===== src/rtl/spi_slave_pkg.sv =====
// Shared definitions for the SPI slave port: FSM encoding, default
// parameters and the SCLK leading/trailing edge mapping.
package spi_slave_pkg;

   typedef enum logic [1:0] {
      ST_IDLE       = 2'd0,
      ST_ACTIVE     = 2'd1,
      ST_WAIT_DESEL = 2'd2
   } slave_state_t;

   localparam int DEF_PACKET_SIZE = 8;
   localparam bit DEF_MISO_IDLE   = 1'b1;
   localparam bit DEF_CPOL        = 1'b0;
   localparam bit DEF_CPHA        = 1'b0;
   localparam int SYNC_STAGES     = 3;

   // Returns {leading, trailing}; leading is SCLK leaving its idle level.
   function automatic logic [1:0] edge_pair(input logic cpol, input logic rise,
                                            input logic fall);
      return cpol ? {fall, rise} : {rise, fall};
   endfunction

endpackage


===== src/rtl/spi_input_sync.sv =====
// Two-flop synchronizer plus a history flop for one asynchronous pin;
// level, rise and fall all appear three clk after the pin changes.
module spi_input_sync
   import spi_slave_pkg::*;
#(
   parameter bit RST_VAL = 1'b0
) (
   input  logic clk,
   input  logic rst_n,
   input  logic din,
   output logic level,
   output logic rise,
   output logic fall
);

   logic [SYNC_STAGES-1:0] pipe;

   always_ff @(posedge clk) begin
      if (!rst_n) begin
         pipe <= {SYNC_STAGES{RST_VAL}};
         rise <= 1'b0;
         fall <= 1'b0;
      end else begin
         pipe <= {pipe[SYNC_STAGES-2:0], din};
         rise <= pipe[SYNC_STAGES-2] & ~pipe[SYNC_STAGES-1];
         fall <= ~pipe[SYNC_STAGES-2] & pipe[SYNC_STAGES-1];
      end
   end

   assign level = pipe[SYNC_STAGES-1];

endmodule


===== src/rtl/spi_slave.sv =====
// SPI slave port: oversampled SCLK/MOSI/CS_N, MSB-first receive register
// and a single-entry TX holding register returned on MISO.
//
//   state         | meaning
//   --------------+-----------------------------------------------------
//   ST_IDLE       | deselected, waiting for CS_N to fall
//   ST_ACTIVE     | frame in progress, shifting packets
//   ST_WAIT_DESEL | left reset with CS_N low; ignore SCLK until CS_N high
module spi_slave
   import spi_slave_pkg::*;
#(
   parameter int SPI_PACKET_SIZE = DEF_PACKET_SIZE,
   parameter bit SPI_MISO_IDLE   = DEF_MISO_IDLE,
   parameter bit SPI_CPOL        = DEF_CPOL,
   parameter bit SPI_CPHA        = DEF_CPHA
) (
   input  logic                       clk,
   input  logic                       rst_n,
   input  logic                       spi_clk,
   input  logic                       spi_mosi,
   input  logic                       spi_cs_n,
   output logic                       spi_miso,
   input  logic [SPI_PACKET_SIZE-1:0] data_tx,
   input  logic                       tx_load,
   output logic                       tx_ready,
   output logic [SPI_PACKET_SIZE-1:0] data_rx,
   output logic                       rx_valid,
   output logic                       busy,
   output logic                       frame_err,
   output logic                       tx_underrun
);

   localparam int CW = (SPI_PACKET_SIZE > 2) ? $clog2(SPI_PACKET_SIZE) : 1;
   localparam logic [CW-1:0] LAST_BIT = CW'(SPI_PACKET_SIZE - 1);
   localparam logic [CW-1:0] ONE      = CW'(1);
   localparam logic [SPI_PACKET_SIZE-1:0] IDLE_WORD = {SPI_PACKET_SIZE{SPI_MISO_IDLE}};

   slave_state_t               state;
   logic [CW-1:0]              bit_cnt;
   logic [SPI_PACKET_SIZE-1:0] tx_shift;
   logic [SPI_PACKET_SIZE-1:0] tx_hold;
   logic [SPI_PACKET_SIZE-1:0] rx_shift;
   logic [SPI_PACKET_SIZE-1:0] rx_next;
   logic [SPI_PACKET_SIZE-1:0] next_word;
   logic                       sampled;
   logic                       miso_en;

   logic sclk_rise, sclk_fall, unused_sclk_level;
   logic mosi_lvl, unused_mosi_rise, unused_mosi_fall;
   logic cs_lvl, cs_rise, cs_fall;
   logic lead_edge, trail_edge, sample_edge, shift_edge;
   logic pkt_start, word_done, take;

   spi_input_sync #(.RST_VAL(SPI_CPOL)) u_sync_sclk (
      .clk   (clk),
      .rst_n (rst_n),
      .din   (spi_clk),
      .level (unused_sclk_level),
      .rise  (sclk_rise),
      .fall  (sclk_fall)
   );

   spi_input_sync #(.RST_VAL(1'b0)) u_sync_mosi (
      .clk   (clk),
      .rst_n (rst_n),
      .din   (spi_mosi),
      .level (mosi_lvl),
      .rise  (unused_mosi_rise),
      .fall  (unused_mosi_fall)
   );

   // Resets to "selected" so a CS_N held low through reset never looks
   // like a fresh falling edge; a high CS_N shows up only as a rise.
   spi_input_sync #(.RST_VAL(1'b0)) u_sync_cs (
      .clk   (clk),
      .rst_n (rst_n),
      .din   (spi_cs_n),
      .level (cs_lvl),
      .rise  (cs_rise),
      .fall  (cs_fall)
   );

   assign {lead_edge, trail_edge} = edge_pair(SPI_CPOL, sclk_rise, sclk_fall);
   assign sample_edge = SPI_CPHA ? trail_edge : lead_edge;
   assign shift_edge  = SPI_CPHA ? lead_edge  : trail_edge;

   assign pkt_start = (state == ST_IDLE) && cs_fall;
   assign word_done = (state == ST_ACTIVE) && !cs_rise && sample_edge && (bit_cnt == '0);
   assign take      = pkt_start || word_done;
   assign next_word = tx_ready ? IDLE_WORD : tx_hold;

   always_comb begin
      rx_next          = rx_shift;
      rx_next[bit_cnt] = mosi_lvl;
   end

   // Tracks the synchronized CS_N level so it moves 3 clk after the pin.
   assign busy = !cs_lvl && (state != ST_WAIT_DESEL);

   always_ff @(posedge clk) begin
      if (!rst_n) begin
         state       <= ST_WAIT_DESEL;
         bit_cnt     <= LAST_BIT;
         tx_shift    <= IDLE_WORD;
         tx_hold     <= '0;
         tx_ready    <= 1'b1;
         rx_shift    <= '0;
         data_rx     <= '0;
         rx_valid    <= 1'b0;
         frame_err   <= 1'b0;
         tx_underrun <= 1'b0;
         spi_miso    <= SPI_MISO_IDLE;
         sampled     <= 1'b0;
         miso_en     <= 1'b0;
      end else begin
         rx_valid    <= 1'b0;
         frame_err   <= 1'b0;
         tx_underrun <= take && tx_ready;

         if (tx_load && tx_ready) begin
            tx_hold  <= data_tx;
            tx_ready <= 1'b0;
         end else if (take) begin
            tx_ready <= 1'b1;
         end

         case (state)
            ST_WAIT_DESEL: begin
               if (cs_lvl) state <= ST_IDLE;
            end
            ST_IDLE: begin
               if (cs_fall) begin
                  state    <= ST_ACTIVE;
                  bit_cnt  <= LAST_BIT;
                  tx_shift <= next_word;
                  sampled  <= 1'b0;
                  miso_en  <= !SPI_CPHA;
                  spi_miso <= SPI_CPHA ? SPI_MISO_IDLE : next_word[SPI_PACKET_SIZE-1];
               end
            end
            ST_ACTIVE: begin
               if (cs_rise) begin
                  state     <= ST_IDLE;
                  spi_miso  <= SPI_MISO_IDLE;
                  miso_en   <= 1'b0;
                  frame_err <= (bit_cnt != LAST_BIT) || sampled;
               end else if (sample_edge) begin
                  rx_shift <= rx_next;
                  if (bit_cnt == '0) begin
                     data_rx  <= rx_next;
                     rx_valid <= 1'b1;
                     bit_cnt  <= LAST_BIT;
                     tx_shift <= next_word;
                     sampled  <= 1'b0;
                     spi_miso <= miso_en ? next_word[SPI_PACKET_SIZE-1] : SPI_MISO_IDLE;
                  end else begin
                     sampled <= 1'b1;
                  end
               end else if (shift_edge) begin
                  // A shift edge with no sample yet belongs to the packet
                  // boundary (or the CPHA=1 MISO enable), never a decrement.
                  if (sampled) begin
                     bit_cnt  <= bit_cnt - ONE;
                     spi_miso <= tx_shift[bit_cnt - ONE];
                  end else if (!miso_en) begin
                     miso_en  <= 1'b1;
                     spi_miso <= tx_shift[bit_cnt];
                  end
               end
            end
            default: state <= ST_WAIT_DESEL;
         endcase
      end
   end

endmodule

===== config.mk =====
export PLATFORM = sky130hd
export DESIGN_NAME = spi_slave
export DESIGN_NICKNAME = d
export VERILOG_FILES = /design/src/rtl/spi_slave_pkg.sv /design/src/rtl/spi_input_sync.sv /design/src/rtl/spi_slave.sv
export SDC_FILE = /design/constraint.sdc
export NUM_CORES = 1
export LEC_CHECK = 0
export CORE_MARGIN = 2
export CORE_UTILIZATION = 38
export CTS_CLUSTER_DIAMETER = 100
export DETAILED_ROUTE_END_ITERATION = 16
export PLACE_DENSITY_LB_ADDON = 0.2
export SYNTH_ARGS = -nofsm -noshare
export SYNTH_HDL_FRONTEND = slang
export SYNTH_SLANG_ARGS = --single-unit

===== constraint.sdc =====
create_clock -name clk -period 2.4 [get_ports clk]
set_input_delay 0.36 -clock clk [delete_from_list [all_inputs] [get_ports clk]]
set_output_delay 0.36 -clock clk [all_outputs]
set_load 0.01 [all_outputs]

==> qor.yml, run 1 <==
outcome:
  outcome: "complete, no violations"
grt:
  track_usage_pct: 14.3
  gr-total-overflow: 0
  grt_max_degree: 32
  grt_pass1_vias: 1706
  antenna_found_initial: 0
  grt_pass1_wl_um: 7930
yosys:
  yosys.area_share.simple_pct: 22.1
  synth_commonest_cells: "57 x dfxtp_1, 24 x nand2_1, 15 x mux2i_1"
  synthTopCellsByArea: "dfxtp_1 46%, mux2i_1 6.1%, nand2_1 3.6%"
  synth_top_family_by_area: "simple AND/OR/NAND/NOR gates"
  synth_cells: 261
  synth_edf_count: 0
  netlist_area_um2: 2470
  yosysSeqAreaShare_pct: 46.2
  synthXorXnorAreaFrac_pct: 0.355
  synth_area_leader_cell: "dfxtp_1"
  ys_ff_latch: 57
  synth_nets: 278
  synthFlopType: "dfxtp_1"
  synthArstFlopShare_pct: 0
  yosysTopAreaCellShare_pct: 46.2
  ys_warn_count: 0
  synth-compound-area-share_pct: 15.8
  avgSynthCellArea_um2: 9.46
  synthAdderAreaFrac_pct: 1.52
  yosysUniqueCellTypes: 47
  synth_mux_area_share_pct: 8.36
  yosysMostFrequentCell: "dfxtp_1"
drt:
  route.detailed.drc: 0
  vias: 1863
  avgRoutedWirePerCell_um: 13.1
  avgViaCountPerCell: 5.12
  drtAntennaViolNets: 0
  wirelength_um: 4780
  drt_pre_antenna_iters: 4
  initialDrtViolationCount: 80
min_path:
  min_delay_path_depth: 1
  hp-class: "reg2reg"
  hold_path_end: "u_sync_sclk.rise"
  hp-start: "u_sync_sclk.pipe[2]"
cts:
  post_cts_buffers: 0
  path_clk_slew_ns: 0.06
  numCtsBuffers: 9
  ctsResizeCount: 0
  clk_latency_ns: 0.34
  cts.hold.buffers_added: 0
  clk_path_buf_depth: 2
  h-tree-depth: 3
  cts-root-buf: "clkbuf_8"
  tritoncts: "built"
  cts.sinks: 57
placed_design:
  port_buffers: 27
  dpl.hpwl_um: 3290
  place_area_um2: 2770
  place_ws_ns: 0.273
  gp_congestion: 0.765
setup_path:
  critPathCaptureType: "flip-flop"
  path_max_fanout: 12
  rr_endpoint: "spi_miso"
  reg2reg_from: "bit_cnt[1]"
  cp.arrival_ns: 2.31
  cp.required_ns: 2.60
  r2r_setup_slack_ns: 0.29
  r2r_cells: 6
  crit_type: "reg2reg"
  start_kind: "flip-flop"
floorplanning:
  fp.dieH_um: 84.6
  start_util_pct: 39.1
  die_area_um2: 7160
  io_pins: 28
  die_w_um: 84.6
  core_area_um2: 6310
  placementRows: 29
pwr:
  p_leak_nw: 1.19
  total_power_w: 0.00180
  max-vdd-ir-drop_mv: 0.378
  p_per_area_nw_per_um2: 614
flow_run:
  max-cap-violations: 0
sta:
  min_period_ns: 2.11
  setup_tns_ns: 0
  maxSlewViolCount: 0
  fin_skew_ns: 0.00988
  rsz0062_at_grt: "false"
  report.final.hold_viol_count: 0
  finalSetupViolCount: 0
  fmax_mhz: 473
  period_share_pct: 88.1
  timing.slew.headroom_pct: 55.8
  worstMarginPinSlew_ns: 0.662
  setup_slack_ns: 0.285
cells_and_area:
  fin_util_pct: 46.5
  layout.nets: 300
  design_area_um2: 2930
  synthToLayoutAreaGrowth_pct: 18.8
  diodes: 0
  drive_gt1_share_pct: 9.41
## logic make-up (layout without fill, tap and decap cells)
family	count (synthesis)	in the layout
adder cells (fa/ha/maj)	3	3
buffers and inverters	29	55
AND/OR/NAND/NOR	101	101
AO/OA/AOI/OAI	52	52
multiplexers	18	18
XOR/XNOR	1	1
flip-flops	57	57
## flip-flops by register name (all words and copies together) (netlist names)
name,flops
bit_cnt,3
data_rx,8
frame_err,1
miso_en,1
rx_shift,8
rx_valid,1
sampled,1
spi_miso,1
state,2
tx_hold,8
tx_ready,1
tx_shift,8
tx_underrun,1
u_sync_cs.fall,1
u_sync_cs.pipe,3
u_sync_cs.rise,1
u_sync_mosi.pipe,3
u_sync_sclk.fall,1
u_sync_sclk.pipe,3
u_sync_sclk.rise,1
## cells in the final DEF (no fill, tap or decap), drive strengths merged, types with 8 or more instances in the layout
cell	instances
a21boi	8
and2	12
clkbuf	12
clkdlybuf4s50	27
dfxtp	57
inv	8
mux2i	15
nand2	24
nand3	9
nor2	11
nor2b	12
nor3	9
o211a	8
o21ai	16
## worst max-delay path, stage by stage (launching register included)
cell and delay (ns):
dfxtp_1 0.54, inv_1 0.19, ha_1 0.36, mux4_2 0.29
mux2_2 0.27, nor4_1 0.18, o311ai_1 0.14
## worst max-delay path by stage
stage               startpoint  endpoint  slack (ns)
floorplan           bit_cnt[1]  spi_miso        0.52
global placement    bit_cnt[1]  spi_miso        0.41
detailed placement  bit_cnt[1]  spi_miso        0.27
CTS                 bit_cnt[1]  spi_miso        0.28
global route        bit_cnt[1]  spi_miso        0.11
finish              bit_cnt[1]  spi_miso        0.29
## stage by stage
stage	std cells	hold WS [ns]
after detailed placement	349	0.398
final	364	0.403
after global routing	364	0.412
after global placement	349	0.390
after CTS	364	0.407
after floorplan	261	0.382
## power by group
part | total (W) | internal (W) | switching, W
registers | 0.000979 | 0.000964 | 0.0000150
logic | 0.0000757 | 0.0000421 | 0.0000337
clock network | 0.000745 | 0.000393 | 0.000352
total | 0.00180 | 0.00140 | 0.000401
## layout make-up
type / instances / area, um2
Fill cell: 625 / 3380
Tap cell: 77 / 96.3
Inverter: 8 / 30.0
Clock inverter: 3 / 17.5
Multi-Input combinational cell: 175 / 1190
Sequential cell: 57 / 1140
Timing Repair Buffer: 32 / 308
Clock buffer: 12 / 145
## per-layer routing
layer  part of all wire, %  up-vias  track usage, %
met3                   4.0        7            6.29
met5                     0        -               0
li1                      -      970               -
met2                    43       23            20.3
met4                   1.6        0            6.06
met1                    51      863            18.8
Power figures use the tool's default switching activity.
==> inputs of run 2 (changes only) <==
--- a/config.mk
+++ b/config.mk
@@ -5,7 +5,6 @@
 export SDC_FILE = /design/constraint.sdc
 export NUM_CORES = 1
 export LEC_CHECK = 0
-export CORE_MARGIN = 2
 export CORE_UTILIZATION = 38
 export CTS_CLUSTER_DIAMETER = 100
 export DETAILED_ROUTE_END_ITERATION = 16
==> run 2 against run 1 <==
Against the previous run:
- clock skew fell by 0.0033 ns
- register-to-register slack worse by 0.02 ns
- clock power rose by 36%
- count of clock-buffer cells in the layout decreased by 1
- critical path depth did not move
- global-route usage rose by 1.7 points
- fmax shrank 1.1%
- sequential share of layout area decreased by 0.86 points
- flip-flop and latch count unchanged
- critical endpoint unchanged
==> qor.yml, run 2 (synthesized netlist as in run 1, its figures left out) <==
cts:
  clk_latency_ns: 0.34  # about the same
  clk_path_buf_depth: 2  # unchanged
  cts.hold.buffers_added: 0  # unchanged
  cts.sinks: 57  # unchanged
  h-tree-depth: 3  # unchanged
  cts-root-buf: "clkbuf_8"
  tritoncts: "built"
  path_clk_slew_ns: 0.06  # about the same
  numCtsBuffers: 9  # unchanged
  ctsResizeCount: 0  # unchanged
  post_cts_buffers: 0  # unchanged
floorplanning:
  io_pins: 28  # unchanged
  die_area_um2: 6820  # -4.7%
  die_w_um: 82.6  # -2.4%
  fp.dieH_um: 82.6  # -2.4%
  placementRows: 29  # unchanged
  core_area_um2: 6310  # unchanged
  start_util_pct: 39.1  # unchanged
sta:
  fmax_mhz: 468  # -1.1%
  min_period_ns: 2.14  # +0.0229 ns
  report.final.hold_viol_count: 0  # unchanged
  setup_tns_ns: 0  # unchanged
  hold_ws_ns: 0.406  # +0.00264 ns
  worstMarginPinSlew_ns: 0.666  # +0.00446 ns
  rsz0062_at_grt: "false"
  maxSlewViolCount: 0  # unchanged
  timing.slew.headroom_pct: 55.5  # -0.30 points
  period_share_pct: 89.1  # +0.95 points
  fin_skew_ns: 0.00661  # -0.00327 ns
  finalSetupViolCount: 0  # unchanged
cells_and_area:
  multi_input_area_um2: 1190  # unchanged
  diodes: 0  # unchanged
  layout_common_cells: "57 x dfxtp_1, 27 x clkdlybuf4s50_1, 24 x nand2_1"
  final_common_cell: "dfxtp_1"
  register_area_um2: 1140  # unchanged
  nFillCells: 630  # +0.80%
  synthToLayoutAreaGrowth_pct: 21.5
  drive_gt1_share_pct: 10.4  # +1.0 points
  layout.nets: 300  # unchanged
grt:
  grt_pass1_wl_um: 7890  # -0.53%
  antenna_found_initial: 0  # unchanged
  track_usage_pct: 16.0  # +1.7 points
  grt_pass1_vias: 1717  # +0.64%
  grt_max_degree: 31  # -3.1%
  gr-total-overflow: 0  # unchanged
setup_path:
  r2r_setup_slack_ns: 0.26  # -0.02 ns
  cp.arrival_ns: 2.33  # +0.02 ns
  critPathCaptureType: "flip-flop"
  crit_type: "reg2reg"
  start_kind: "flip-flop"
  path_max_fanout: 12  # unchanged
  cp.required_ns: 2.60  # about the same
pwr:
  p_leak_nw: 1.22  # +2.8%
  p_per_area_nw_per_um2: 688  # +12%
  max-vdd-ir-drop_mv: 0.416  # +10%
drt:
  avgRoutedWirePerCell_um: 13.1  # -0.52%
  drtAntennaViolNets: 0  # unchanged
  wirelength_um: 4770  # -0.25%
  route.detailed.drc: 0  # unchanged
  initialDrtViolationCount: 77  # -3.8%
  avgViaCountPerCell: 5.10  # -0.27%
  drt_pre_antenna_iters: 4  # unchanged
  vias: 1863  # unchanged
min_path:
  hp-class: "reg2reg"
flow_run:
  max-cap-violations: 0  # unchanged
placed_design:
  gp_congestion: 0.815  # +6.6%
  port_buffers: 27  # unchanged
  dpl.hpwl_um: 3270  # -0.55%
outcome:
  outcome: "complete, no violations"
run 2: layout make-up:
class / count / area share, %
Multi-Input combinational cell: 175 / 39.8
Sequential cell: 57 / 38.0
Timing Repair Buffer: 32 / 10.3
Clock buffer: 11 / 5.05
Tap cell: 77 / 3.21
Clock inverter: 5 / 2.59
Inverter: 8 / 1.00
run 2: worst max-delay path: stages, from the launching register on:
cell and delay, ns:
dfxtp_1 0.55, inv_1 0.19, ha_1 0.37, mux4_2 0.30
mux2_2 0.27, nor4_1 0.19, o311ai_1 0.14
run 2: final timing paths:
| path | from | depth (start not counted) | to |
|---|---|---|---|
| setup / recovery | bit_cnt[1] | 6 | spi_miso |
| hold / removal | u_sync_cs.pipe[1] | 1 | u_sync_cs.fall |
| setup reg to reg | bit_cnt[1] | 6 | spi_miso |
| hold reg to reg | u_sync_cs.pipe[1] | 1 | u_sync_cs.fall |
run 2: per-stage QoR:
step / total power (W) / area [um2] / setup slack (ns) / instances / util [%]
final: 0.00206 / 3000 / 0.262 / 365 / 47.5
after global routing: 0.00216 / 3000 / 0.145 / 365 / 47.5
after CTS: 0.00210 / 3000 / 0.261 / 365 / 47.5
after detailed placement: 0.00108 / 2770 / 0.275 / 349 / 43.9
after global placement: 0.00108 / 2770 / 0.416 / 349 / 43.9
after floorplan: 0.00104 / 2470 / 0.519 / 261 / -
run 2: report_power, final:
group / leakage [nW] / switching, W / total (W) / internal, W
sequential: 0.463 / 0.0000110 / 0.000975 / 0.000964
combinational: 0.645 / 0.0000373 / 0.0000795 / 0.0000422
clock: 0.115 / 0.000373 / 0.00101 / 0.000637
run 2: metal layers:
layer / global-route usage [%] / vias to the layer above / routed length [um]
li1: - / 964 / -
met1: 21.0 / 851 / 2330
met2: 22.5 / 37 / 2110
met3: 4.84 / 11 / 196
met4: 10.2 / 0 / 129
met5: 0 / - / 0
